### config.mk
export PLATFORM = sky130hd
export DESIGN_NAME = mem_arbiter_flat
export DESIGN_NICKNAME = d
export VERILOG_FILES = /design/src/rtl/mem_arb_pkg.sv /design/src/rtl/mem_arbiter_if.sv /design/src/rtl/mem_arb_rr_pick.sv /design/src/rtl/mem_arbiter.sv /design/src/flat_wrapper.sv
export SDC_FILE = /design/constraint.sdc
export NUM_CORES = 1
export LEC_CHECK = 0
export ABC_AREA = 1
export BUFFER_PORTS_ARGS = -buffer_cell sky130_fd_sc_hd__buf_4
export CORE_MARGIN = 3
export CORE_UTILIZATION = 31
export CTS_CLUSTER_SIZE = 25
export DETAILED_ROUTE_END_ITERATION = 10
export GPL_ROUTABILITY_DRIVEN = 0
export SLEW_MARGIN = 25
export SYNTH_ARGS = -nofsm -noshare
export SYNTH_HDL_FRONTEND = slang
export SYNTH_HIERARCHICAL = 1
export SYNTH_SLANG_ARGS = --single-unit
### constraint.sdc
create_clock -name clk_i -period 1.6 [get_ports clk_i]
set_clock_uncertainty 0.1 [all_clocks]
set_input_delay 0.24 -clock clk_i [delete_from_list [all_inputs] [get_ports clk_i]]
set_output_delay 0.24 -clock clk_i [all_outputs]
set_load 0.05 [all_outputs]
### src/rtl/mem_arb_pkg.sv
// Shared types and constants for the two-port memory arbiter.
package mem_arb_pkg;

    localparam int unsigned NUM_PORTS = 2;

    typedef logic port_id_t;

    typedef enum logic [1:0] {
        ARB   = 2'd0,
        LOCK0 = 2'd1,
        LOCK1 = 2'd2
    } arb_state_t;

    // One stage of the read-owner pipeline.
    typedef struct packed {
        logic     valid;
        port_id_t port;
    } rd_stage_t;

endpackage

### src/rtl/mem_arbiter_if.sv
// Requester and memory bus bundle for mem_arbiter; suffixes are as seen from the arbiter.
interface mem_arbiter_if #(
    parameter int unsigned ADDR_WIDTH = 12,
    parameter int unsigned DATA_WIDTH = 16
);
    logic [1:0]            req_i;
    logic [1:0]            we_i;
    logic [1:0]            lock_i;
    logic [ADDR_WIDTH-1:0] addr0_i;
    logic [ADDR_WIDTH-1:0] addr1_i;
    logic [DATA_WIDTH-1:0] wdata0_i;
    logic [DATA_WIDTH-1:0] wdata1_i;
    logic [1:0]            gnt_o;
    logic [1:0]            rvalid_o;
    logic [DATA_WIDTH-1:0] rdata0_o;
    logic [DATA_WIDTH-1:0] rdata1_o;
    logic [ADDR_WIDTH-1:0] mem_addr_o;
    logic [DATA_WIDTH-1:0] mem_value_o;
    logic [DATA_WIDTH-1:0] mem_value_i;
    logic                  mem_enable_o;
    logic                  mem_wr_en_o;
    logic                  mem_rd_en_o;

    modport slave (
        input  req_i, we_i, lock_i, addr0_i, addr1_i, wdata0_i, wdata1_i, mem_value_i,
        output gnt_o, rvalid_o, rdata0_o, rdata1_o, mem_addr_o, mem_value_o,
               mem_enable_o, mem_wr_en_o, mem_rd_en_o
    );

    modport master (
        output req_i, we_i, lock_i, addr0_i, addr1_i, wdata0_i, wdata1_i, mem_value_i,
        input  gnt_o, rvalid_o, rdata0_o, rdata1_o, mem_addr_o, mem_value_o,
               mem_enable_o, mem_wr_en_o, mem_rd_en_o
    );

endinterface

### src/rtl/mem_arb_rr_pick.sv
// Combinational 2-way pick. ARB_ROUND_ROBIN_EN selects round-robin on contention,
// otherwise fixed priority with port 0 highest.
module mem_arb_rr_pick
    import mem_arb_pkg::*;
(
    input  logic [NUM_PORTS-1:0] req_i,
    input  port_id_t             last_i,
    output logic [NUM_PORTS-1:0] gnt_o
);

`ifdef ARB_ROUND_ROBIN_EN
    always_comb begin
        gnt_o = req_i;
        if (&req_i) begin
            gnt_o = last_i ? 2'b01 : 2'b10;
        end
    end
`else
    logic unused_last;
    assign unused_last = last_i;
    assign gnt_o       = {req_i[1] & ~req_i[0], req_i[0]};
`endif

endmodule

### src/rtl/mem_arbiter.sv
// Two-requester arbiter for a single-port synchronous memory with bounded burst locking.
// Contention policy is chosen by ARB_ROUND_ROBIN_EN (see mem_arb_rr_pick).
module mem_arbiter
    import mem_arb_pkg::*;
#(
    parameter int unsigned ADDR_WIDTH = 12,
    parameter int unsigned DATA_WIDTH = 16,
    parameter int unsigned MAX_LOCK   = 8
) (
    input logic          clk_i,
    input logic          rst_i,
    mem_arbiter_if.slave bus
);

    localparam int unsigned CntW = $clog2(MAX_LOCK + 1);

    arb_state_t            state_q, state_d;
    logic [CntW-1:0]       cnt_q, cnt_d;
    port_id_t              last_q, last_d;
    rd_stage_t             rd1_q, rd1_d, rd2_q;
    logic [1:0]            pick, gnt, rvalid;
    logic                  acc, acc_we;
    port_id_t              acc_port, lock_port;
    logic [ADDR_WIDTH-1:0] mem_addr_q, mem_addr_d;
    logic [DATA_WIDTH-1:0] mem_value_q, mem_value_d;
    logic                  mem_en_q, mem_en_d, mem_wr_q, mem_wr_d, mem_rd_q, mem_rd_d;
    logic [DATA_WIDTH-1:0] rdata0_q, rdata1_q, rdata0, rdata1;

    mem_arb_rr_pick u_pick (
        .req_i  (bus.req_i),
        .last_i (last_q),
        .gnt_o  (pick)
    );

    assign lock_port = port_id_t'(state_q == LOCK1);

    always_comb begin
        gnt = '0;
        unique case (state_q)
            ARB:     gnt = pick;
            LOCK0:   gnt = {1'b0, bus.req_i[0]};
            LOCK1:   gnt = {bus.req_i[1], 1'b0};
            default: gnt = '0;
        endcase
        if (rst_i) begin
            gnt = '0;
        end
    end

    assign acc      = |gnt;
    assign acc_port = port_id_t'(gnt[1]);
    assign acc_we   = bus.we_i[acc_port];

    always_comb begin
        state_d = state_q;
        cnt_d   = cnt_q;
        last_d  = last_q;
        unique case (state_q)
            ARB: begin
                if (acc) begin
                    last_d = acc_port;
                    if (bus.lock_i[acc_port] && MAX_LOCK > 1) begin
                        state_d = acc_port ? LOCK1 : LOCK0;
                        cnt_d   = CntW'(1);
                    end
                end
            end
            LOCK0, LOCK1: begin
                if (acc) begin
                    cnt_d = cnt_q + CntW'(1);
                end
                // A grant issued while lock drops still completes as the burst's final access.
                if (!bus.lock_i[lock_port] || (acc && (cnt_q + CntW'(1)) == CntW'(MAX_LOCK))) begin
                    state_d = ARB;
                    cnt_d   = '0;
                    last_d  = lock_port;
                end
            end
            default: state_d = ARB;
        endcase
    end

    always_comb begin
        mem_en_d    = acc;
        mem_wr_d    = acc & acc_we;
        mem_rd_d    = acc & ~acc_we;
        mem_addr_d  = '0;
        mem_value_d = '0;
        if (acc) begin
            mem_addr_d = acc_port ? bus.addr1_i : bus.addr0_i;
            if (acc_we) begin
                mem_value_d = acc_port ? bus.wdata1_i : bus.wdata0_i;
            end
        end
        rd1_d = '{valid: acc & ~acc_we, port: acc_port};
    end

    always_comb begin
        rvalid = '0;
        if (rd2_q.valid && !rst_i) begin
            rvalid[rd2_q.port] = 1'b1;
        end
    end

    assign rdata0 = rvalid[0] ? bus.mem_value_i : rdata0_q;
    assign rdata1 = rvalid[1] ? bus.mem_value_i : rdata1_q;

    always_ff @(posedge clk_i) begin
        if (rst_i) begin
            state_q     <= ARB;
            cnt_q       <= '0;
            last_q      <= 1'b1;
            rd1_q       <= '0;
            rd2_q       <= '0;
            mem_addr_q  <= '0;
            mem_value_q <= '0;
            mem_en_q    <= 1'b0;
            mem_wr_q    <= 1'b0;
            mem_rd_q    <= 1'b0;
            rdata0_q    <= '0;
            rdata1_q    <= '0;
        end else begin
            state_q     <= state_d;
            cnt_q       <= cnt_d;
            last_q      <= last_d;
            rd1_q       <= rd1_d;
            rd2_q       <= rd1_q;
            mem_addr_q  <= mem_addr_d;
            mem_value_q <= mem_value_d;
            mem_en_q    <= mem_en_d;
            mem_wr_q    <= mem_wr_d;
            mem_rd_q    <= mem_rd_d;
            rdata0_q    <= rdata0;
            rdata1_q    <= rdata1;
        end
    end

    assign bus.gnt_o        = gnt;
    assign bus.rvalid_o     = rvalid;
    assign bus.rdata0_o     = rdata0;
    assign bus.rdata1_o     = rdata1;
    assign bus.mem_addr_o   = mem_addr_q;
    assign bus.mem_value_o  = mem_value_q;
    assign bus.mem_enable_o = mem_en_q;
    assign bus.mem_wr_en_o  = mem_wr_q;
    assign bus.mem_rd_en_o  = mem_rd_q;

endmodule

### src/flat_wrapper.sv
// flat-port wrapper written by rule: the top's interface ports become plain ports
module mem_arbiter_flat import mem_arb_pkg::*;
#(
    parameter int unsigned ADDR_WIDTH = 12,
    parameter int unsigned DATA_WIDTH = 16,
    parameter int unsigned MAX_LOCK   = 8
)
  (clk_i, rst_i, bus_req_i, bus_we_i, bus_lock_i, bus_addr0_i, bus_addr1_i, bus_wdata0_i, bus_wdata1_i, bus_mem_value_i, bus_gnt_o, bus_rvalid_o, bus_rdata0_o, bus_rdata1_o, bus_mem_addr_o, bus_mem_value_o, bus_mem_enable_o, bus_mem_wr_en_o, bus_mem_rd_en_o);
  mem_arbiter_if #(.ADDR_WIDTH(ADDR_WIDTH), .DATA_WIDTH(DATA_WIDTH)) bus_i ();
  input logic clk_i;
  input logic rst_i;
  input wire logic [$bits(bus_i.req_i)-1:0] bus_req_i;
  input wire logic [$bits(bus_i.we_i)-1:0] bus_we_i;
  input wire logic [$bits(bus_i.lock_i)-1:0] bus_lock_i;
  input wire logic [$bits(bus_i.addr0_i)-1:0] bus_addr0_i;
  input wire logic [$bits(bus_i.addr1_i)-1:0] bus_addr1_i;
  input wire logic [$bits(bus_i.wdata0_i)-1:0] bus_wdata0_i;
  input wire logic [$bits(bus_i.wdata1_i)-1:0] bus_wdata1_i;
  input wire logic [$bits(bus_i.mem_value_i)-1:0] bus_mem_value_i;
  output wire logic [$bits(bus_i.gnt_o)-1:0] bus_gnt_o;
  output wire logic [$bits(bus_i.rvalid_o)-1:0] bus_rvalid_o;
  output wire logic [$bits(bus_i.rdata0_o)-1:0] bus_rdata0_o;
  output wire logic [$bits(bus_i.rdata1_o)-1:0] bus_rdata1_o;
  output wire logic [$bits(bus_i.mem_addr_o)-1:0] bus_mem_addr_o;
  output wire logic [$bits(bus_i.mem_value_o)-1:0] bus_mem_value_o;
  output wire logic [$bits(bus_i.mem_enable_o)-1:0] bus_mem_enable_o;
  output wire logic [$bits(bus_i.mem_wr_en_o)-1:0] bus_mem_wr_en_o;
  output wire logic [$bits(bus_i.mem_rd_en_o)-1:0] bus_mem_rd_en_o;
  assign bus_i.req_i = bus_req_i;
  assign bus_i.we_i = bus_we_i;
  assign bus_i.lock_i = bus_lock_i;
  assign bus_i.addr0_i = bus_addr0_i;
  assign bus_i.addr1_i = bus_addr1_i;
  assign bus_i.wdata0_i = bus_wdata0_i;
  assign bus_i.wdata1_i = bus_wdata1_i;
  assign bus_i.mem_value_i = bus_mem_value_i;
  assign bus_gnt_o = bus_i.gnt_o;
  assign bus_rvalid_o = bus_i.rvalid_o;
  assign bus_rdata0_o = bus_i.rdata0_o;
  assign bus_rdata1_o = bus_i.rdata1_o;
  assign bus_mem_addr_o = bus_i.mem_addr_o;
  assign bus_mem_value_o = bus_i.mem_value_o;
  assign bus_mem_enable_o = bus_i.mem_enable_o;
  assign bus_mem_wr_en_o = bus_i.mem_wr_en_o;
  assign bus_mem_rd_en_o = bus_i.mem_rd_en_o;
  mem_arbiter #(.ADDR_WIDTH(ADDR_WIDTH), .DATA_WIDTH(DATA_WIDTH), .MAX_LOCK(MAX_LOCK)) u_core (.clk_i(clk_i), .rst_i(rst_i), .bus(bus_i));
endmodule
* Word-level counts from Yosys, hierarchy flattened *
Index checks and enable logic that the tools add are counted.

storage, ports and cells
  register bits = 72
  logic and storage cells = 69

cells by class
  $add $sub $neg = 1
  $lt $le $gt $ge = 4
  mux-type cells = 25
  equality and inequality tests = 7
  bitwise operators = 6
  reduce and logical (&&, ||, !) cells = 14

operator list
  kind                                                        number
  2-to-1 mux 16 bit                                           3
  2-to-1 mux 4 bit                                            4
  2-to-1 mux 12 bit                                           1
  2-to-1 mux 2 bit                                            6
  case mux 4 bit (2 select lines)                             1
  2-to-1 mux 1 bit                                            7
  less-than comparator 1 x 2 -> 1 bit, second input constant  3
  inequality test 2 x 1 -> 1 bit, second input constant       3
  case mux 2 bit (3 select lines)                             1
  OR reduction 2 bit                                          3
  adder 4 x 1 -> 4 bit, second input constant                 1
  equality test 4 bit, second input constant                  1
  case mux 2 bit (2 select lines)                             1
  AND reduction 4 bit                                         1
  AND 1 bit                                                   3
  logical AND 1 bit                                           3
  inequality test 3 x 1 -> 1 bit, second input constant       1
  NOT 1 bit                                                   3
  AND reduction 3 bit                                         1
  OR reduction 3 bit                                          1
  equality test 2 x 1 -> 1 bit, second input constant         1
  equality test 2 bit, second input constant                  1
  logical NOT 1 bit                                           2
  logical NOT 2 bit                                           1
  other kinds (4)                                             4

* Logic depth before layout (Yosys ltp) *
  word-level depth = 9
  mapped depth = 13
  depth with buffers taken out = 13

* Cells and area by module *
Netlist, hierarchy kept.

by module, submodules not included
  module           sequential area each (sq um)  cells each  area each (sq um)  times used
  mem_arbiter      1461.4                        431         3318.2             1
  mem_arb_rr_pick  0.0                           3           17.5               1

* Least setup slack after synthesis *
No wires, ideal clock.

  kind = register -> output
  from = register u_core/rd2_q[0] in the netlist's numbering
  to = output bus_rdata1_o[0]
  buffers on the path = 2
  setup slack = -0.595 ns
  arrival time = 1.855 ns
  cell stages (with the launch flop) = 6
  path through = dfxtp_1 -> nand3_1 -> inv_1 -> buf_2 -> clkbuf_1 -> a21oi_1

on the way
  word-level cells in the longest chain between the ends = 6
  elaborated cells on any way between the ends = 7
  classes of those cells = order compare: 2; mux: 4; reduce/logical: 1

RTL lines
  element                                                                                                         line                text
  start, declared                                                                                                 mem_arbiter.sv:20   rd_stage_t rd1_q, rd1_d, rd2_q;
  start signal, assigned                                                                                          mem_arbiter.sv:127  rd2_q <= rd1_q;
  less-than comparator 1 x 2 -> 1 bit (not written as such) or greater-or-equal comparator 1 bit (tied branches)  mem_arbiter.sv:101  rvalid[rd2_q.port] = 1'b1;
  logical AND 1 bit (not written as such)                                                                         mem_arbiter.sv:101
  2-to-1 mux 1 bit (not written as such)                                                                          mem_arbiter.sv:101
  demux 1 bit (select 1 bit) *                                                                                    n/a
  2-to-1 mux 2 bit *                                                                                              mem_arbiter.sv:100  if (rd2_q.valid && !rst_i) begin
  via bus_rvalid_o[1]                                                                                             flat_wrapper.sv:21  output wire logic [$bits(bus_i.rvalid_o)-1:0] bus_rvalid_o;
  2-to-1 mux 16 bit *                                                                                             mem_arbiter.sv:106  assign rdata1 = rvalid[1] ? bus.mem_value_i : rdata1_q;
  end, declared                                                                                                   flat_wrapper.sv:23  output wire logic [$bits(bus_i.rdata1_o)-1:0] bus_rdata1_o;

The timed path passes the listed nets; every way through them passes the cells marked *.

* Final worst setup path *
  from = register u_core/rd2_q[0] in the netlist's numbering
  to = output bus_rdata1_o[8]

on the way
  word-level cells in the longest chain between the ends = 6
  elaborated cells on any way between the ends = 7
  classes of those cells = order compare: 2; mux: 4; reduce/logical: 1

RTL lines
  element                                                                                                         line
  less-than comparator 1 x 2 -> 1 bit (not written as such) or greater-or-equal comparator 1 bit (tied branches)  mem_arbiter.sv:101
  logical AND 1 bit (not written as such)                                                                         mem_arbiter.sv:101
  2-to-1 mux 1 bit (not written as such)                                                                          mem_arbiter.sv:101
  demux 1 bit (select 1 bit) *                                                                                    n/a
  2-to-1 mux 2 bit *                                                                                              mem_arbiter.sv:100
  2-to-1 mux 16 bit *                                                                                             mem_arbiter.sv:106

Every way passes the cells marked *; elsewhere a longest branch is shown, timed or not.

==> metrics.sh <==
FINAL.SETUP.WORST_SLACK_NS=-0.268
MAPPEDNETLISTNETS=511
PERIOD_SHARE=1.17
MIN_FROM='bus_addr0_i[6]'
HOLDCRITPATHCLASS='in2reg'
FMAX_GHz=0.535
WORST_SKEW_PAIR.LATE_LATENCY_NS=0.33
GRT_ANTENNA_BEFORE_REPAIR=0
YS_WARN_COUNT=6
WORST_EP_REQUIRED_TIME_NS=1.26
FINALMAXSLEWVIOLATIONS=0
DIE_BOUNDARY_HEIGHT_UM=109
CRITICALPATHCATEGORY='reg2out'
POWER_DENSITY_nW_PER_UM2=1260
GRT_PASS1_WL_UM=15600
START_UTIL=0.326
DR.FIRST_ITER.DRC_COUNT=75
DIE_W_UM=109
FLOW.AREA_GROWTH_FROM_SYNTHESIS_PCT=87.6
AREA_OF_THE_MAPPED_NETLIST_UM2=3280
ROUTE.DETAILED.VIAS_PER_INST=4.48
NUMBER_OF_GLOBAL_ROUTE_VIAS_BEFORE_REPAIR=3471
DRT.ANTENNA.VIOLATING_NETS=0
DRT_DRC_VIOLATIONS_LEFT=0
PLACE_HPWL_UM=6720
NUM_ANTENNA_CELLS=0
CTS_TREE='built'
SETUP_VIOL_COUNT_FINAL=55
TRACK_USAGE=0.163
FINAL_LAYOUT_SIZE_SUFFIX_GT1_FRAC=0.668
OVERFLOW=0
RELSLEWSLACK=0.706
FINAL_NET_COUNT=728
MAX-VDD-IR-DROP_uV=805
GRT_START_MAX_NET_PINS=38
WORST-PATH-MAX-FANOUT=10
VIAS=3498
HOLD_VIOL_FINAL=0
ROOT_BUFFER_CELL='sky130_fd_sc_hd__clkbuf_8'
CTS_HTREE_LEVELS=3
CLOCKBUFFERDEPTH=2
FIRSTDRTPASSITERS=4
MAXCAPVIOLATIONS=0
REG2REG_LAUNCH_POINT='u_core/state_q[0]$_SDFFE_PP0P_'
TIGHTEST_SLEW_NS=0.441
RUN_STATUS='finished with violations'
CRIT_START='u_core/rd2_q[0]$_SDFF_PP0_'
STATIC-LEAKAGE-POWER_nW=2.84
DESIGN.DIE.AREA_UM2=11800
CRIT_PATH_START_KIND='flop'
CP_DATA_ARRIVAL_TIME_NS=1.53
TRITONCTS_BUFFER_COUNT=9
FP.COREAREA_UM2=10000
IO-PIN-COUNT=147
CP-END-KIND='output pin'
STD_CELL_ROWS=36
LAYOUT.FILLER_CELLS=853
RSZ0062_AT_GRT='yes'
SYN-MEAN-INSTANCE-AREA_UM2=7.72
WIRELENGTH_UM=10100
WIRE_PER_INST_UM=12.9
SYNTHESIS.INSTANCES=425
VIOLATIONS='setup timing'
CTS.SINKS=72
FIN_WORST_HOLD_SLACK_NS=0.0279
MIN_PERIOD_NS=1.87
CTS.REPORTEDPATHS.CLKPINSLEW_NS=0.08
LAYOUT.CORE_UTILIZATION=0.612
PORT_BUFFERS=146
-- registers in the layout, indices dropped and copies added, names as in the netlist, 2 cells and up --
name                    cells
u_core/bus.mem_value_o     16
u_core/rdata0_q            16
u_core/rdata1_q            16
u_core/bus.mem_addr_o      12
u_core/cnt_q                4
u_core/rd2_q                2
u_core/state_q              2
-- worst paths after layout --
check,end,slack (ns),cells after the start
worst min register to register,u_core/rd2_q[0]$_SDFF_PP0_,0.30,2
worst max register to register,u_core/cnt_q[1]$_SDFFE_PP0P_,-0.10,13
worst max-delay path,bus_rdata1_o[8],-0.27,7
worst min-delay path,u_core/bus.mem_addr_o[6]$_SDFF_PP0_,0.03,3
-- metal layers --
layer  track usage  vias up  part of all wire  routed length [µm]
li1              -     1784                 -                   -
met1         0.192     1584              0.41                4120
met4        0.0451        0            0.0052                  53
met2         0.277      125              0.50                5000
met3        0.0622        5             0.091                 923
met5             0        -                 0                   0
-- critical path, cell delays in order (launching register included) --
cell	delay, ns
sky130_fd_sc_hd__dfxtp_2	0.34
sky130_fd_sc_hd__nand3_2	0.09
sky130_fd_sc_hd__inv_4	0.07
sky130_fd_sc_hd__clkbuf_16	0.17
sky130_fd_sc_hd__or2_2	0.28
sky130_fd_sc_hd__inv_2	0.06
sky130_fd_sc_hd__a21oi_2	0.03
sky130_fd_sc_hd__buf_6	0.16
-- layout make-up --
cell class | instances | area (µm²) | share of cell area
tap | 133 | 166 | 0.0271
timing repair buffer | 227 | 2010 | 0.327
sequential | 72 | 1450 | 0.236
clock inverter | 6 | 68.8 | 0.0112
multi-input combinational | 262 | 2040 | 0.332
clock buffer | 10 | 138 | 0.0224
inverter | 70 | 275 | 0.0448
-- layout by cell type, fill, tap and decap left out, types with 18 or more instances in the layout --
master	n
sky130_fd_sc_hd__inv_1	29
sky130_fd_sc_hd__a21oi_4	18
sky130_fd_sc_hd__nand2_1	46
sky130_fd_sc_hd__buf_4	170
sky130_fd_sc_hd__dfxtp_1	68
sky130_fd_sc_hd__buf_6	42
sky130_fd_sc_hd__a211oi_1	31
sky130_fd_sc_hd__or2_2	29
sky130_fd_sc_hd__inv_2	36
sky130_fd_sc_hd__nor2_1	30
sky130_fd_sc_hd__a21oi_2	33
-- timing repair --
action	4_1_cts	5_1_grt
hold buffers	1	0
pin swaps	19	21
endpoints found under the setup margin	71	70
endpoints found under the hold margin	1	0
resized for setup	129	65
cloned	2	4
buffers inserted	12	16
-- stage by stage --
step	instances	setup slack [ns]	total power (W)	TNS [ns]	area, µm²
after floorplan	425	-0.296	0.00418	-0.642	3540
after global placement	730	-0.0775	0.00515	-2.25	5080
after detailed placement	730	-0.144	0.00518	-3.94	5080
after CTS	761	-0.293	0.00745	-9.49	5790
after global routing	780	-0.335	0.00813	-13.10	6150
final	780	-0.268	0.00772	-8.61	6150
-- report_power, final --
group	switching [W]	total (W)	internal, W
Clock	0.000707	0.00148	0.000768
Combinational	0.00245	0.00410	0.00166
Sequential	0.000118	0.00215	0.00203
(Power assumes the default switching activity.)
